==> src/rtl/pep_ks_res_cmd_sched.sv <==
// pep_ks_res_cmd_sched: expands one batch command (wp, rp) into one result
// command per KS block column, bounded by an in-flight credit limit so the
// downstream formatter command FIFO can never overflow.
//
// Optional feature macro: PEP_KS_RES_CMD_SCHED_STATS_EN (statistics counters).
//
// Ports:
//   clk, s_rst                      clock, synchronous active-high reset
//   batch_wp/rp/vld, batch_rdy      batch command input (batch_rdy is combinational)
//   res_cmd_ks_loop/wp/rp/vld, rdy  result command output (registered)
//   res_done                        one credit returned by the formatter
//   reset_cache                     flush: back to IDLE, full credits
//   busy, err                       registered status / one-cycle error pulse
//   stat_batch_cnt, stat_stall_cnt  statistics (0 when the feature is off)
module pep_ks_res_cmd_sched #(
    parameter int unsigned KS_BLOCK_COL_NB = 8,
    parameter int unsigned LBX             = 2,
    parameter int unsigned PTR_W           = 5,
    parameter int unsigned BATCH_PBS_NB    = 8,
    parameter int unsigned MAX_INFLIGHT    = 4,
    parameter int unsigned KS_LOOP_W       = 10
) (
    input  logic                 clk,
    input  logic                 s_rst,
    input  logic [PTR_W-1:0]     batch_wp,
    input  logic [PTR_W-1:0]     batch_rp,
    input  logic                 batch_vld,
    output logic                 batch_rdy,
    output logic [KS_LOOP_W-1:0] res_cmd_ks_loop,
    output logic [PTR_W-1:0]     res_cmd_wp,
    output logic [PTR_W-1:0]     res_cmd_rp,
    output logic                 res_cmd_vld,
    input  logic                 res_cmd_rdy,
    input  logic                 res_done,
    input  logic                 reset_cache,
    output logic                 busy,
    output logic                 err,
    output logic [31:0]          stat_batch_cnt,
    output logic [31:0]          stat_stall_cnt
);

    localparam int unsigned COL_W  = (KS_BLOCK_COL_NB > 1) ? $clog2(KS_BLOCK_COL_NB) : 1;
    localparam int unsigned CRED_W = $clog2(MAX_INFLIGHT + 1);
    localparam logic [COL_W-1:0]  COL_LAST = COL_W'(KS_BLOCK_COL_NB - 1);
    localparam logic [CRED_W-1:0] CRED_MAX = CRED_W'(MAX_INFLIGHT);

    typedef enum logic {
        IDLE  = 1'b0,
        ISSUE = 1'b1
    } state_e;

    state_e                 state, state_nxt;
    logic [COL_W-1:0]       col, col_nxt;
    logic [CRED_W-1:0]      credits, credits_nxt;
    logic [PTR_W-1:0]       wp_nxt, rp_nxt;
    logic [KS_LOOP_W-1:0]   ks_loop_nxt;
    logic                   vld_nxt, err_nxt, busy_nxt;
    logic [PTR_W-1:0]       elt_nb;
    logic                   elt_legal, accept, fire, final_fire, held, done_ok;

    // Handshake decode and element-count legality
    always_comb begin
        elt_nb     = batch_wp - batch_rp;   // modulo 2^PTR_W by construction
        elt_legal  = (elt_nb != '0) && (32'(elt_nb) <= BATCH_PBS_NB);
        batch_rdy  = (state == IDLE) && !reset_cache && !s_rst;
        accept     = batch_vld && batch_rdy;
        fire       = res_cmd_vld && res_cmd_rdy;
        final_fire = fire && (col == COL_LAST);
        held       = res_cmd_vld && !res_cmd_rdy;
        // A return at full credits is only legal if a fire consumes one the same cycle
        done_ok    = res_done && ((credits != CRED_MAX) || fire);
    end

    // Next-state and next-output logic
    always_comb begin
        state_nxt   = state;
        col_nxt     = col;
        credits_nxt = credits;
        wp_nxt      = res_cmd_wp;
        rp_nxt      = res_cmd_rp;
        vld_nxt     = res_cmd_vld;
        err_nxt     = res_done && !done_ok;

        if (fire && !done_ok) begin
            credits_nxt = credits - CRED_W'(1);
        end else if (done_ok && !fire) begin
            credits_nxt = credits + CRED_W'(1);
        end

        case (state)
            IDLE: begin
                vld_nxt = 1'b0;
                if (accept) begin
                    if (elt_legal) begin
                        state_nxt = ISSUE;
                        col_nxt   = '0;
                        wp_nxt    = batch_wp;
                        rp_nxt    = batch_rp;
                        vld_nxt   = (credits_nxt != '0);
                    end else begin
                        err_nxt = 1'b1;
                    end
                end
            end
            ISSUE: begin
                if (final_fire) begin
                    state_nxt = IDLE;
                    col_nxt   = '0;
                    vld_nxt   = 1'b0;
                end else if (held) begin
                    vld_nxt = 1'b1;
                end else begin
                    if (fire) begin
                        col_nxt = col + COL_W'(1);
                    end
                    vld_nxt = (credits_nxt != '0);
                end
            end
            default: begin
                state_nxt = IDLE;
            end
        endcase

        // Flush overrides everything except s_rst; a held command is dropped
        if (reset_cache) begin
            state_nxt   = IDLE;
            col_nxt     = '0;
            credits_nxt = CRED_MAX;
            vld_nxt     = 1'b0;
            err_nxt     = 1'b0;
        end

        ks_loop_nxt = KS_LOOP_W'(32'(col_nxt) * LBX);
        busy_nxt    = (state_nxt != IDLE) || (credits_nxt != CRED_MAX);
    end

    // State and output registers
    always_ff @(posedge clk) begin
        if (s_rst) begin
            state           <= IDLE;
            col             <= '0;
            credits         <= CRED_MAX;
            res_cmd_vld     <= 1'b0;
            res_cmd_ks_loop <= '0;
            res_cmd_wp      <= '0;
            res_cmd_rp      <= '0;
            err             <= 1'b0;
            busy            <= 1'b0;
        end else begin
            state           <= state_nxt;
            col             <= col_nxt;
            credits         <= credits_nxt;
            res_cmd_vld     <= vld_nxt;
            res_cmd_ks_loop <= ks_loop_nxt;
            res_cmd_wp      <= wp_nxt;
            res_cmd_rp      <= rp_nxt;
            err             <= err_nxt;
            busy            <= busy_nxt;
        end
    end

`ifdef PEP_KS_RES_CMD_SCHED_STATS_EN
    logic stall_cycle;
    logic batch_done;

    always_comb begin
        stall_cycle = (state == ISSUE) && ((credits == '0) || held);
        batch_done  = final_fire && !reset_cache;
    end

    // Saturating statistics; only s_rst clears them
    always_ff @(posedge clk) begin
        if (s_rst) begin
            stat_batch_cnt <= '0;
            stat_stall_cnt <= '0;
        end else begin
            if (batch_done && (stat_batch_cnt != '1)) begin
                stat_batch_cnt <= stat_batch_cnt + 32'(1);
            end
            if (stall_cycle && (stat_stall_cnt != '1)) begin
                stat_stall_cnt <= stat_stall_cnt + 32'(1);
            end
        end
    end
`else
    assign stat_batch_cnt = '0;
    assign stat_stall_cnt = '0;
`endif

endmodule

==> config.mk <==
export PLATFORM = sky130hd
export DESIGN_NAME = pep_ks_res_cmd_sched
export DESIGN_NICKNAME = d
export VERILOG_FILES = /design/src/rtl/pep_ks_res_cmd_sched.sv
export SDC_FILE = /design/constraint.sdc
export NUM_CORES = 1
export LEC_CHECK = 0
export ABC_AREA = 1
export BUFFER_PORTS_ARGS = -buffer_cell sky130_fd_sc_hd__buf_2
export CAP_MARGIN = 20
export CORE_MARGIN = 5
export CORE_UTILIZATION = 43
export CTS_BUF_LIST = sky130_fd_sc_hd__clkbuf_4 sky130_fd_sc_hd__clkbuf_8 sky130_fd_sc_hd__clkbuf_16
export DETAILED_ROUTE_END_ITERATION = 8
export GPL_ROUTABILITY_DRIVEN = 0
export MAX_ROUTING_LAYER = met4
export PLACE_DENSITY = 0.81
export SETUP_SLACK_MARGIN = 0.1
export SLEW_MARGIN = 20
export SYNTH_ARGS = -nofsm -noshare
export SYNTH_HDL_FRONTEND = slang
export SYNTH_SLANG_ARGS = --single-unit
==> constraint.sdc <==
create_clock -name clk -period 1.95 [get_ports clk]
set_input_delay 0.39 -clock clk [delete_from_list [all_inputs] [get_ports clk]]
set_output_delay 0.39 -clock clk [all_outputs]
set_load 0.1 [all_outputs]
-- After elaboration in Yosys (flattened, before gate mapping)
Index checks and enable logic that the tools add are counted.
- register bits after elaboration: 27
- input bits: 16
- logic and storage cells: 63
- add/subtract/negate cells: 4
- $lt $le $gt $ge: 1
- eq/ne operators: 3
- multiplexer cells: 23
- bitwise gates (word level): 1
- reductions and logical operators: 22
- operators with widths (operator ; count):
    two-way mux 3 bit ; 9
    logical AND 1 bit ; 11
    two-way mux 1 bit ; 11
    adder 3 x 1 -> 3 bit, second input constant ; 2
    != test 3 bit, second input constant ; 2
    case mux 3 bit (2 select lines) ; 1
    <= comparator 5 x 4 -> 1 bit, second input constant ; 1
    zero test 1 bit ; 5
    nonzero test 5 bit ; 1
    subtractor 5 bit ; 1
    case mux 1 bit (2 select lines) ; 2
    equality test 3 bit, second input constant ; 1
    AND reduction 3 bit ; 1
    nonzero test 3 bit ; 1
    subtractor 3 x 1 -> 3 bit, second input constant ; 1
    logical OR 1 bit ; 2
    OR reduction 2 bit ; 1
    inverter 1 bit ; 1

-- Depth between registers and ports, before layout
- word-level depth: 10
- mapped depth: 15

-- Worst setup path before layout
Ideal clock, no wire load.
- path type: in2reg
- start point: input reset_cache
- end point: register res_cmd_rp[0]
- library setup time: 66 ps
- arrival time: 2213 ps
- required time: 1884 ps
- setup slack: -329 ps
- cell stages on the path: 8
- path buffers: 1
- cell sequence: nor2_2 -> inv_2 -> nor2_2 -> nand2_1 -> nor2_4 -> buf_6 -> o21ai_1 -> nor2_1
- longest elaborated chain between the ends: 5
- ends and longest elaborated chain (item ; line ; RTL):
    start: declaration ; 35 ; input logic reset_cache,
    zero test 1 bit ; 65 ; batch_rdy = (state == IDLE) && !reset_cache && !s_rst;
    logical AND 1 bit (2 in series) ; 65 ;
    via batch_rdy ; 28 ; output logic batch_rdy,
    logical AND 1 bit ; 66 ; accept = batch_vld && batch_rdy;
    AND reduction 3 bit (no source line) ; n/a ;
    end signal: assignment ; 156 ; res_cmd_rp <= rp_nxt;
    end: declaration ; 31 ; output logic [PTR_W-1:0] res_cmd_rp,
The timed path passes the listed nets, and every way through them passes these cells.
A chain may end at the register's enable or synchronous reset.

-- Worst setup path after layout
- start point: input batch_rp[3]
- end point: register res_cmd_rp[1]
- longest elaborated chain between the ends: 4
- elaborated cells on any way between the ends: 5
- classes of those cells: add/sub (1); order compare (1); reduce/logical (3)
- ends and longest elaborated chain (item ; line ; RTL):
    start: declaration ; 26 ; input logic [PTR_W-1:0] batch_rp,
    subtractor 5 bit (*) ; 63 ; elt_nb = batch_wp - batch_rp;
    <= comparator 5 x 4 -> 1 bit / nonzero test 5 bit (equally long branches) ; 64 ; elt_legal = (elt_nb != '0) && (32'(elt_nb) <= BATCH_PBS_NB);
    logical AND 1 bit (*) ; 64 ;
    AND reduction 3 bit (no source line) (*) ; n/a ;
Mark *: on every way between the ends. The rest lies on a longest branch, timed or not.

==> results.txt <==
Post-synth top cells = 71 x buf_4, 26 x nand2_1, 22 x inv_1
Worst vdd ir = 490 uV
WL per Instance = 9.89 um
# DRC = 0
Status = completed
Synth top area share = 32.9%
Crit path launch type = input port
Routed vias = 1,273
Crit-path max FO = 6
Leakage = 1.02 nW
Endpoints failing setup = 0
Clk buf depth = 2
Ys async rst share = 0%
Clock Latency Late Sink = 0.26 ns
Initial Utilization = 44.3%
Die Y = 71.4 um
EDFF count, synth = 0
Post-route design area = 1750 um2
RSZ-0062 raised after global routing = no
Hold Crit Class = input port to register
Initial antenna violation count = 0
Max Cap Viol = 0
PnR Total Power = 1.57 mW
Final-stage net count = 287
Gates resized, CTS repair = 0
Final setup TNS = 0 ns
R2R Path End = busy
TritonCTS buffer count = 3
Peak Freq = 570 MHz
Pre-CTS setup slack = -0.0994 ns
Yosys reg bits = 20
Area of the die = 5100 um2
Util after Layout = 47.7%
Hold depth = 3
CP startpoint = batch_rp[3]
Gr ovfl total = 0
DP Area = 1640 um2
Die width = 71.4 um
GR peak layer = met2
WHS = 0.399 ns
Crit end category = register
H-tree Lvls = 1
Hold path endpoint = res_cmd_rp[0]
M2 GR Usage = 18.9%
Pre-Repair DR Iteration Count = 5
Drt total wl = 3.06 mm
Synth area leaders = buf_4 33%, dfxtp_1 25%, ha_1 6.9%
FF-to-FF path depth = 10
Worst Path Arrival = 1.94 ns
Final Hold Vio Count = 0
Synth unique cells = 26
Crit Path Class = input port to register
Start point of the worst hold path = batch_rp[0]
Number of global-route vias before repair = 1,102
Final WS setup = 0.196 ns
Synth Area per Inst = 7.33 um2
Share of post-route cells with drive strength above 1 = 23.0%
CTS tree = yes
Overall Global Routing Usage = 11.0%
CTS sink cnt = 20
Post-Syn Instances = 221
Met1 global-route usage = 11.7%
Worst Skew = 0.00473 ns
Final Max Slew Viols = 0
Post-DP HPWL = 2.50 mm
Placed Cells incl. Taps = 304
Clock transition at the registers of the reported paths = 0.07 ns
Crit share post-route = 90.0%
P&R area growth vs syn = 7.80%
Leading area contributor after synthesis = buf_4
Largest net degree at the start of global routing = 12
Row cnt = 22
FF-to-FF setup slack = 0.36 ns
Ys flop type = dfxtp_1
Core Box Area = 3660 um2
Grt met3 use = 2.10%
Initial DRC Count = 16
Hold_buf cts = 0
Power per Cell Area = 898 nW/um2
Fin cells = 309
First-pass GRT wire length = 4.44 mm
Vias/cell = 4.12
Root buf cell = clkbuf_8
Min cycle time layout = 1.75 ns
Post-CTS setup buffers = 0
IO Port Bufs = 32
Register area share after synthesis = 24.7%
CP required = 2.14 ns
Most common cell in the netlist = buf_4
ANT nets after route = 0
Yosys warnings = 0
Reg2reg start = credits[0]
Ports = 104
Mapped cell area = 1620 um2
Antenna diodes = 0
==> metal layers <==
| metal | routed length [um] | vias up |
|---|---|---|
| met5 | 0 | - |
| met2 | 1530 | 72 |
| li1 | - | 634 |
| met4 | 63 | 0 |
| met3 | 346 | 7 |
| met1 | 1120 | 560 |
==> sequential cells by signal, summed over array words and instances (netlist names) <==
| signal | cells |
|---|---|
| busy | 1 |
| col | 3 |
| credits | 3 |
| err | 1 |
| res_cmd_rp | 5 |
| res_cmd_vld | 1 |
| res_cmd_wp | 5 |
| state | 1 |
==> critical path: stages <==
cell and delay, ns:
buf_2 0.08, inv_1 0.06, ha_1 0.35, nand2_1 0.07, inv_1 0.05, nand2_1 0.07, nand2_1 0.07, nand2_1 0.04
nand2_1 0.07, nand3_2 0.11, nor2_4 0.23, buf_12 0.15, o21ai_0 0.08, a21oi_1 0.15
==> layout by cell type (no fill, tap or decap), types with 3 or more instances in the layout <==
master,netlist,final
a21oi_1,11,10
buf_2,0,31
buf_4,71,4
clkbuf_8,0,4
conb_1,1,71
dfxtp_1,20,17
dfxtp_2,0,3
ha_1,9,7
inv_1,22,21
nand2_1,26,24
nand2_2,2,4
nand3_1,10,10
nor2_1,17,17
o21ai_0,6,6
o21ai_1,6,6
xor2_1,3,3
==> area by class of cell <==
type | count | area, um2
tap | 48 | 60.1
clock buffer | 4 | 55.1
fill | 381 | 1910
timing repair buffer | 38 | 250
sequential | 20 | 404
inverter | 24 | 92.6
multi-input combinational | 175 | 885
==> kinds of logic after synthesis <==
logic type               synth area share, %
flip-flops                              24.7
other                                  0.231
XOR/XNOR                                1.62
adder cells (fa/ha/maj)                 6.95
AND/OR/NAND/NOR                         19.5
AO/OA/AOI/OAI                           7.64
buffers and inverters                   39.3
==> worst max path at each step <==
stage                     depth (start not counted)  slack (ns)             to
after CTS                                        11        0.16  res_cmd_wp[0]
after global routing                             11        0.05  res_cmd_rp[1]
after detailed placement                         11        -0.1  res_cmd_wp[0]
final                                            14        0.20  res_cmd_rp[1]
after floorplan                                   8        0.12  res_cmd_rp[0]
after global placement                           11       -0.02  res_cmd_rp[1]
==> power by group <==
part	switching [mW]	internal (mW)	total, mW
Sequential	0.00437	0.417	0.422
Combinational	0.753	0.0765	0.829
Clock	0.138	0.180	0.318
Total	0.895	0.674	1.57
Note: power is estimated with default switching activity, not from simulation.
